### config.mk
export PLATFORM = sky130hd
export DESIGN_NAME = fetch_ctrl
export DESIGN_NICKNAME = d
export VERILOG_FILES = /design/src/rtl/fetch_pkg.sv /design/src/rtl/fetch_pc_reg.sv /design/src/rtl/fetch_ctrl.sv
export SDC_FILE = /design/constraint.sdc
export NUM_CORES = 1
export LEC_CHECK = 0
export CAP_MARGIN = 5
export CORE_MARGIN = 1.5
export CORE_UTILIZATION = 35
export CTS_CLUSTER_DIAMETER = 30
export DETAILED_ROUTE_END_ITERATION = 10
export PLACE_DENSITY = 0.68
export SLEW_MARGIN = 20
export SYNTH_ARGS = -nofsm -noshare
export SYNTH_HDL_FRONTEND = slang
export SYNTH_HIERARCHICAL = 1
export SYNTH_SLANG_ARGS = --single-unit
### constraint.sdc
create_clock -name clk -period 2.6 [get_ports clk]
set_clock_uncertainty 0.05 [all_clocks]
set_input_delay 0.52 -clock clk [delete_from_list [all_inputs] [get_ports clk]]
set_output_delay 0.52 -clock clk [all_outputs]
set_load 0.02 [all_outputs]
### src/rtl/fetch_pkg.sv
// Shared types and constants for the instruction-fetch sequencer.
package fetch_pkg;

  localparam int unsigned INSTR_BYTES = 4;
  localparam logic [31:0] DEFAULT_RESET_VECTOR = 32'h0;

  typedef enum logic [2:0] {
    StIdle,
    StReq,
    StWait,
    StHold,
    StHalt
  } fetch_state_e;

endpackage

### src/rtl/fetch_pc_reg.sv
// Fetch PC register: synchronous reset, redirect load (word-aligned) and sequential increment.
module fetch_pc_reg import fetch_pkg::*; #(
  parameter int unsigned     XLEN         = 32,
  parameter logic [XLEN-1:0] RESET_VECTOR = '0
) (
  input  logic            clk,
  input  logic            reset,
  input  logic            load_i,
  input  logic [XLEN-1:0] load_pc_i,
  input  logic            inc_i,
  output logic [XLEN-1:0] pc_o
);

  logic [XLEN-1:0] pc_q, pc_d;

  // Load beats increment; the increment wraps modulo 2^XLEN.
  always_comb begin
    pc_d = pc_q;
    if (load_i) begin
      pc_d = {load_pc_i[XLEN-1:2], 2'b00};
    end else if (inc_i) begin
      pc_d = pc_q + XLEN'(INSTR_BYTES);
    end
  end

  always_ff @(posedge clk) begin
    if (reset) begin
      pc_q <= RESET_VECTOR;
    end else begin
      pc_q <= pc_d;
    end
  end

  assign pc_o = pc_q;

endmodule

### src/rtl/fetch_ctrl.sv
// Instruction-fetch sequencer: issues one imem read at a time, holds the word for decode,
// applies redirects (discarding stale responses) and supports halt/resume.
module fetch_ctrl import fetch_pkg::*; #(
  parameter int unsigned     XLEN         = 32,
  parameter logic [XLEN-1:0] RESET_VECTOR = XLEN'(DEFAULT_RESET_VECTOR)
) (
  input  logic            clk,
  input  logic            reset,
  input  logic            redirect_valid,
  input  logic [XLEN-1:0] redirect_pc,
  input  logic            halt_req,
  output logic            imem_req_valid,
  output logic [XLEN-1:0] imem_req_addr,
  input  logic            imem_req_ready,
  input  logic            imem_rsp_valid,
  input  logic [XLEN-1:0] imem_rsp_data,
  output logic            if_valid,
  output logic [XLEN-1:0] if_pc,
  output logic [XLEN-1:0] if_instr,
  input  logic            if_ready,
  output logic            halted
);

  fetch_state_e    state_q, state_d;
  logic            drop_q, drop_d;
  logic [XLEN-1:0] if_pc_q, if_pc_d;
  logic [XLEN-1:0] if_instr_q, if_instr_d;
  logic            pc_load, pc_inc;
  logic [XLEN-1:0] pc;

  fetch_pc_reg #(
    .XLEN         (XLEN),
    .RESET_VECTOR (RESET_VECTOR)
  ) u_pc_reg (
    .clk       (clk),
    .reset     (reset),
    .load_i    (pc_load),
    .load_pc_i (redirect_pc),
    .inc_i     (pc_inc),
    .pc_o      (pc)
  );

  always_comb begin
    state_d    = state_q;
    drop_d     = drop_q;
    if_pc_d    = if_pc_q;
    if_instr_d = if_instr_q;
    pc_load    = 1'b0;
    pc_inc     = 1'b0;
    unique case (state_q)
      StIdle: state_d = StReq;
      StReq: begin
        pc_load = redirect_valid;
        if (imem_req_ready) begin
          state_d = StWait;
          // A request accepted alongside a redirect fetches the old PC; mark it stale.
          drop_d  = redirect_valid;
        end
      end
      StWait: begin
        pc_load = redirect_valid;
        if (imem_rsp_valid) begin
          drop_d = 1'b0;
          if (drop_q || redirect_valid) begin
            state_d = StReq;
          end else begin
            if_instr_d = imem_rsp_data;
            if_pc_d    = pc;
            pc_inc     = 1'b1;
            state_d    = StHold;
          end
        end else if (redirect_valid) begin
          drop_d = 1'b1;
        end
      end
      StHold: begin
        pc_load = redirect_valid;
        if (redirect_valid || if_ready) begin
          state_d = halt_req ? StHalt : StReq;
        end
      end
      StHalt: begin
        pc_load = redirect_valid;
        if (redirect_valid) begin
          state_d = StReq;
        end
      end
      default: state_d = StIdle;
    endcase
  end

  always_ff @(posedge clk) begin
    if (reset) begin
      state_q    <= StIdle;
      drop_q     <= 1'b0;
      if_pc_q    <= '0;
      if_instr_q <= '0;
    end else begin
      state_q    <= state_d;
      drop_q     <= drop_d;
      if_pc_q    <= if_pc_d;
      if_instr_q <= if_instr_d;
    end
  end

  assign imem_req_valid = (state_q == StReq);
  assign imem_req_addr  = pc;
  assign if_valid       = (state_q == StHold);
  assign if_pc          = if_pc_q;
  assign if_instr       = if_instr_q;
  assign halted         = (state_q == StHalt);

endmodule

# Word level (Yosys, flattened, before mapping)
# Index checks and enable logic that the tools add are counted.
[op_classes]
add_sub_neg = 1
eq_ne = 9
muxes = 17
n_bitwise = 1
reduce_logical = 10
[ops]
columns = ["op", "count"]
rows = [
  ["$mux 32", 2],
  ["$add 32x3->32 const B", 1],
  ["$mux 3", 5],
  ["$pmux 3 s5", 1],
  ["$mux 1", 7],
  ["$eq 3x2->1 const B", 2],
  ["$reduce_and 3->1", 2],
  ["$ne 2x1->1 const B", 2],
  ["$ne 2x2->1 const B", 2],
  ["$reduce_and 4->1", 1],
  ["$reduce_bool 2->1", 2],
  ["$reduce_or 4->1", 1],
  ["$eq 3x1->1 const B", 1],
  ["$eq 3x3->1 const B", 1],
  ["$logic_not 3->1", 1],
  ["$ne 3x3->1 const B", 1],
  ["$logic_or 1x1->1", 2],
  ["$mux 2", 1],
  ["$pmux 1 s2", 1],
  ["$reduce_or 2->1", 1],
  ["$not 1->1", 1],
]
[word_totals]
reg_bits = 100
in_bits = 71
out_inout_bits = 99
wordCells = 44

# Longest topological paths before layout
[depth]
word_depth = 6
mapped_depth = 10
mapped_depth_nobuf = 7

# By module
# Netlist, hierarchy kept.
[by_module_without_submodules]
columns = ["module", "instances", "cells_each", "area_each_um2", "seq_area_each_um2"]
rows = [
  ["fetch_ctrl", 1, 323, 2567.5, 1361.3],
  ["fetch_pc_reg", 1, 251, 1929.4, 600.6],
]

# Worst setup path before layout
# OpenSTA, ideal clock, no wires.
[synth_path]
kind = "in2reg"
from = "input port redirect_valid"
to = "register u_pc_reg.pc_q[16], in the netlist u_pc_reg/pc_o[16]"
t_arrival_ps = 2226
required_ps = 2459
setup_slack_ps = 233
stages = 8
n_path_buf = 2
path_cell_list = "nor4b_2 -> nand3b_1 -> inv_2 -> buf_2 -> buf_2 -> nand2_1 -> or4_1 -> a311oi_1"
[synth_via]
elab_chain_len = 5
word_cells_on_any_way = 7
cone_classes = "mux: 5; reduce/logical: 2"
[synth_rtl]
columns = ["element", "line", "source"]
rows = [
  ["from (decl)", "fetch_ctrl.sv:9", "input logic redirect_valid,"],
  ["$logic_or 1x1->1", "fetch_ctrl.sv:64", "if (drop_q || redirect_valid) begin"],
  ["$mux 1", "fetch_ctrl.sv:64", ""],
  ["$mux 1", "fetch_ctrl.sv:62", "if (imem_rsp_valid) begin"],
  ["$mux 1", "fetch_ctrl.sv:50", "unique case (state_q)"],
  ["net pc_inc", "fetch_ctrl.sv:28", "logic pc_load, pc_inc;"],
  ["$reduce_bool 2->1 (no source line)", "--", ""],
  ["to (signal assigned)", "fetch_pc_reg.sv:30", "pc_q <= pc_d;"],
  ["to (decl)", "fetch_pc_reg.sv:14", "logic [XLEN-1:0] pc_q, pc_d;"],
]
# The timed path passes the listed nets, and every way through them passes these cells.
# A chain may end at the register's enable or synchronous reset.

# Worst setup path in the final report
[layout_path]
from = "register state_q[2]"
to = "output port halted"
[layout_via]
elab_chain_len = 1
[layout_rtl]
columns = ["element", "line", "source"]
rows = [
  ["from (decl)", "fetch_ctrl.sv:24", "fetch_state_e state_q, state_d;"],
  ["from (signal assigned)", "fetch_ctrl.sv:94", "state_q <= StIdle;"],
  ["from (signal assigned)", "fetch_ctrl.sv:99", "state_q <= state_d;"],
  ["$eq 3x3->1", "fetch_ctrl.sv:111", "assign halted = (state_q == StHalt);"],
  ["to (decl)", "fetch_ctrl.sv:21", "output logic halted"],
]
# No other way between the ends.

==> run_results.csv <==
group,metric,value,unit
route,met1_length,5.93,mm
clocking,numCtsBuffers,9,
critical_path,startpoint_type,"register",
layout,fin_cells,918,
floorplanning,dieArea,13500,um2
synth,yosysWarnings,6,
floorplanning,fp-row-count,41,
floorplanning,start_util,0.358,
sta,min_period_over_period,0.925,
synth,synth_edf_count,0,
route,vias,4652,
place,place.gp.congestion,0.802,
critical_path,crit_required,2.03,ns
layout,multiInputGateArea,2270,um2
clocking,tritoncts,"yes",
synth,syn-cell-area,4500,um2
route,drt_first_pass_iters,4,
floorplanning,pin_count,170,
power,cellPowerDensity,747,nW/um2
sta,holdWs,0.402,ns
sta,slew_headroom,0.551,
layout,final_net_count,813,
clocking,cts-root-buf,"clkbuf_16",
clocking,ctsResizeCount,0,
power,power_leakage,2.25,nW
critical_path,max_stage_delay,0.65,ns
global_route,grt_max_degree,106,
floorplanning,dieHeight,116,um
synth,avgSynthCellArea,7.83,um2
route,routedWlPerCell,14.5,um
sta,grt_setup_unrepaired,"false",
clocking,h-tree-depth,3,
synth,synth_area_leaders,"dfxtp_1 (44%), nand2_1 (13%), a21oi_1 (9.0%), nor2_1 (2.5%), nand4_1 (2.2%)",
synth,netlist_instances,574,
synth,yosysTopAreaCell,"dfxtp_1",
route,routed_wl,13.3,mm
sta,max_freq,416,MHz
critical_path,slowest_stage,"clkdlybuf4s50_1",
clocking,cts_sinks,98,
critical_path,worstPathCellList,"nor3b_4 -> clkdlybuf4s50_1",
global_route,antenna_found_initial,0,
critical_path,crit_type,"register to output port",
route,top_layer,"met4",
route,vias_per_cell,5.07,
critical_path,worstPathArrival,1.83,ns
layout,diodes,0,
clocking,cts_hold_buf,0,
layout,area.sequential,1960,um2
layout,final.fill_count,1205,
place,dp.cells,902,
route,wl_met2,6.30,mm
synth,yosys_most_used_dff,"dfxtp_1",
route,wl_met3,836,um
global_route,grt-ovfl-total,0,
route,postRouteAntennaNets,0,
synth,ys_async_sr_fraction,0,
clocking,cts_setup_buffers,0,
sta,setup_viol,0,
floorplanning,core-area,12600,um2
power,total_power,4.98,mW
sta,drv_slew,0,
synth,ys_types,61,
route,post-route-drc-count,0,
route,drt_iter0_drc,310,
floorplanning,dieWidth,116,um
global_route,grt_pass1_vias,4311,
place,dp_hpwl,9.55,mm
place,numPortBuffers,165,
power,ir_drop,0.316,mV
clocking,insertion_delay,0.34,ns
synth,ys_top_cells_by_count,"nand2_1 (153), dfxtp_1 (98), a21oi_1 (81), nor2_1 (30), clkbuf_1 (17)",
synth,seq_area_frac_synth,0.436,
critical_path,path_max_fanout,11,
clocking,cts_max_path_buffers,2,
sta,worst_pin_slew,0.674,ns
sta,finalHoldViolCount,0,
sta,setup_tns,0,ns
layout,drive_gt1_frac,0.0831,
sta,period_needed,2.40,ns
synth,ys_seq_elements,98,
synth,synth_top_cell_area_share,0.436,
critical_path,cp-end-kind,"output port",
global_route,grt.total_usage,0.194,
clocking,clk_pin_slew,0.06,ns
run,drv_cap,0,
outcome,outcome,"finished clean",
global_route,grt_pass1_wl,20.8,mm
layout,syn2layout_area_growth,48.4,%
min_path,hp-class,"register to register",
synth,synth.most_common_cell,"nand2_1",
==> metal layers <==
metal	vias up	GRT usage
met4	0	0.0813
met2	154	0.331
met1	2148	0.244
met5	-	0
li1	2330	-
met3	20	0.0327
==> power by group <==
part           switching, mW  total [mW]  internal [mW]
clock network          0.566        1.24          0.674
registers              0.285        1.99           1.71
logic                  0.926        1.75          0.821
total                   1.78        4.98           3.20
==> path summary, 6_finish.rpt <==
check,startpoint,endpoint,slack [ns],cells after the start
max,state_q[2],halted,0.20,2
max reg2reg,u_pc_reg/pc_o[10],u_pc_reg/pc_o[23],0.41,4
min reg2reg,if_pc[5],if_pc[5],0.40,2
min,if_pc[5],if_pc[5],0.40,2
==> cell usage in the layout, fill, tap and decap left out, types with 8 or more instances in the layout <==
master | synthesis | layout
a211oi_1 | 13 | 13
buf_4 | 4 | 32
nor2_1 | 30 | 30
nand4_1 | 16 | 16
and3_1 | 8 | 8
clkdlybuf4s50_1 | 0 | 164
a21oi_1 | 81 | 81
clkbuf_16 | 0 | 9
nor4_1 | 10 | 9
inv_1 | 8 | 8
dfxtp_1 | 98 | 98
nand2_1 | 153 | 153
nand3_1 | 12 | 12
nor3b_1 | 8 | 8
==> flip-flops by register name, summed over array words and instances, names as in the netlist <==
signal	count
if_instr	32
if_pc	32
u_pc_reg/pc_o	30
state_q	3
drop_q	1
==> worst max-delay path: cells and delay by family, from the launching register on <==
kind          cells  cell delay (ns)
buf+inv           1             0.65
flops             1             0.54
simple gates      1             0.31
==> stage by stage <==
| step | worst slack (ns) | area [um2] | util |
|---|---|---|---|
| finish | 0.195 | 6670 | 0.531 |
| global route | 0.0175 | 6670 | 0.531 |
| CTS | 0.181 | 6670 | 0.530 |
| detailed placement | -0.150 | 6380 | 0.508 |
| global placement | -0.108 | 6380 | 0.508 |
| floorplan | 0.233 | 4500 | - |
==> cell families (layout without fill, tap and decap cells) <==
logic type,after synthesis,after routing,synth area share
AOI/OAI and AO/OA,131,131,0.175
adders and majority gates,1,1,0.00278
muxes,2,2,0.00445
DFF,98,98,0.436
other,1,2,0.000834
and+or+nand+nor,278,278,0.299
buffers and inverters,52,223,0.0601
xor gates and xnor gates,11,11,0.0214
==> final cells by class <==
type / count / share of cell area
Multi-Input combinational cell: 425 / 0.341
Inverter: 10 / 0.00563
Sequential cell: 98 / 0.294
Clock buffer: 10 / 0.0358
Clock inverter: 6 / 0.00619
Tap cell: 172 / 0.0323
Timing Repair Buffer: 197 / 0.285
No activity file was read; power rests on OpenSTA's default activity.
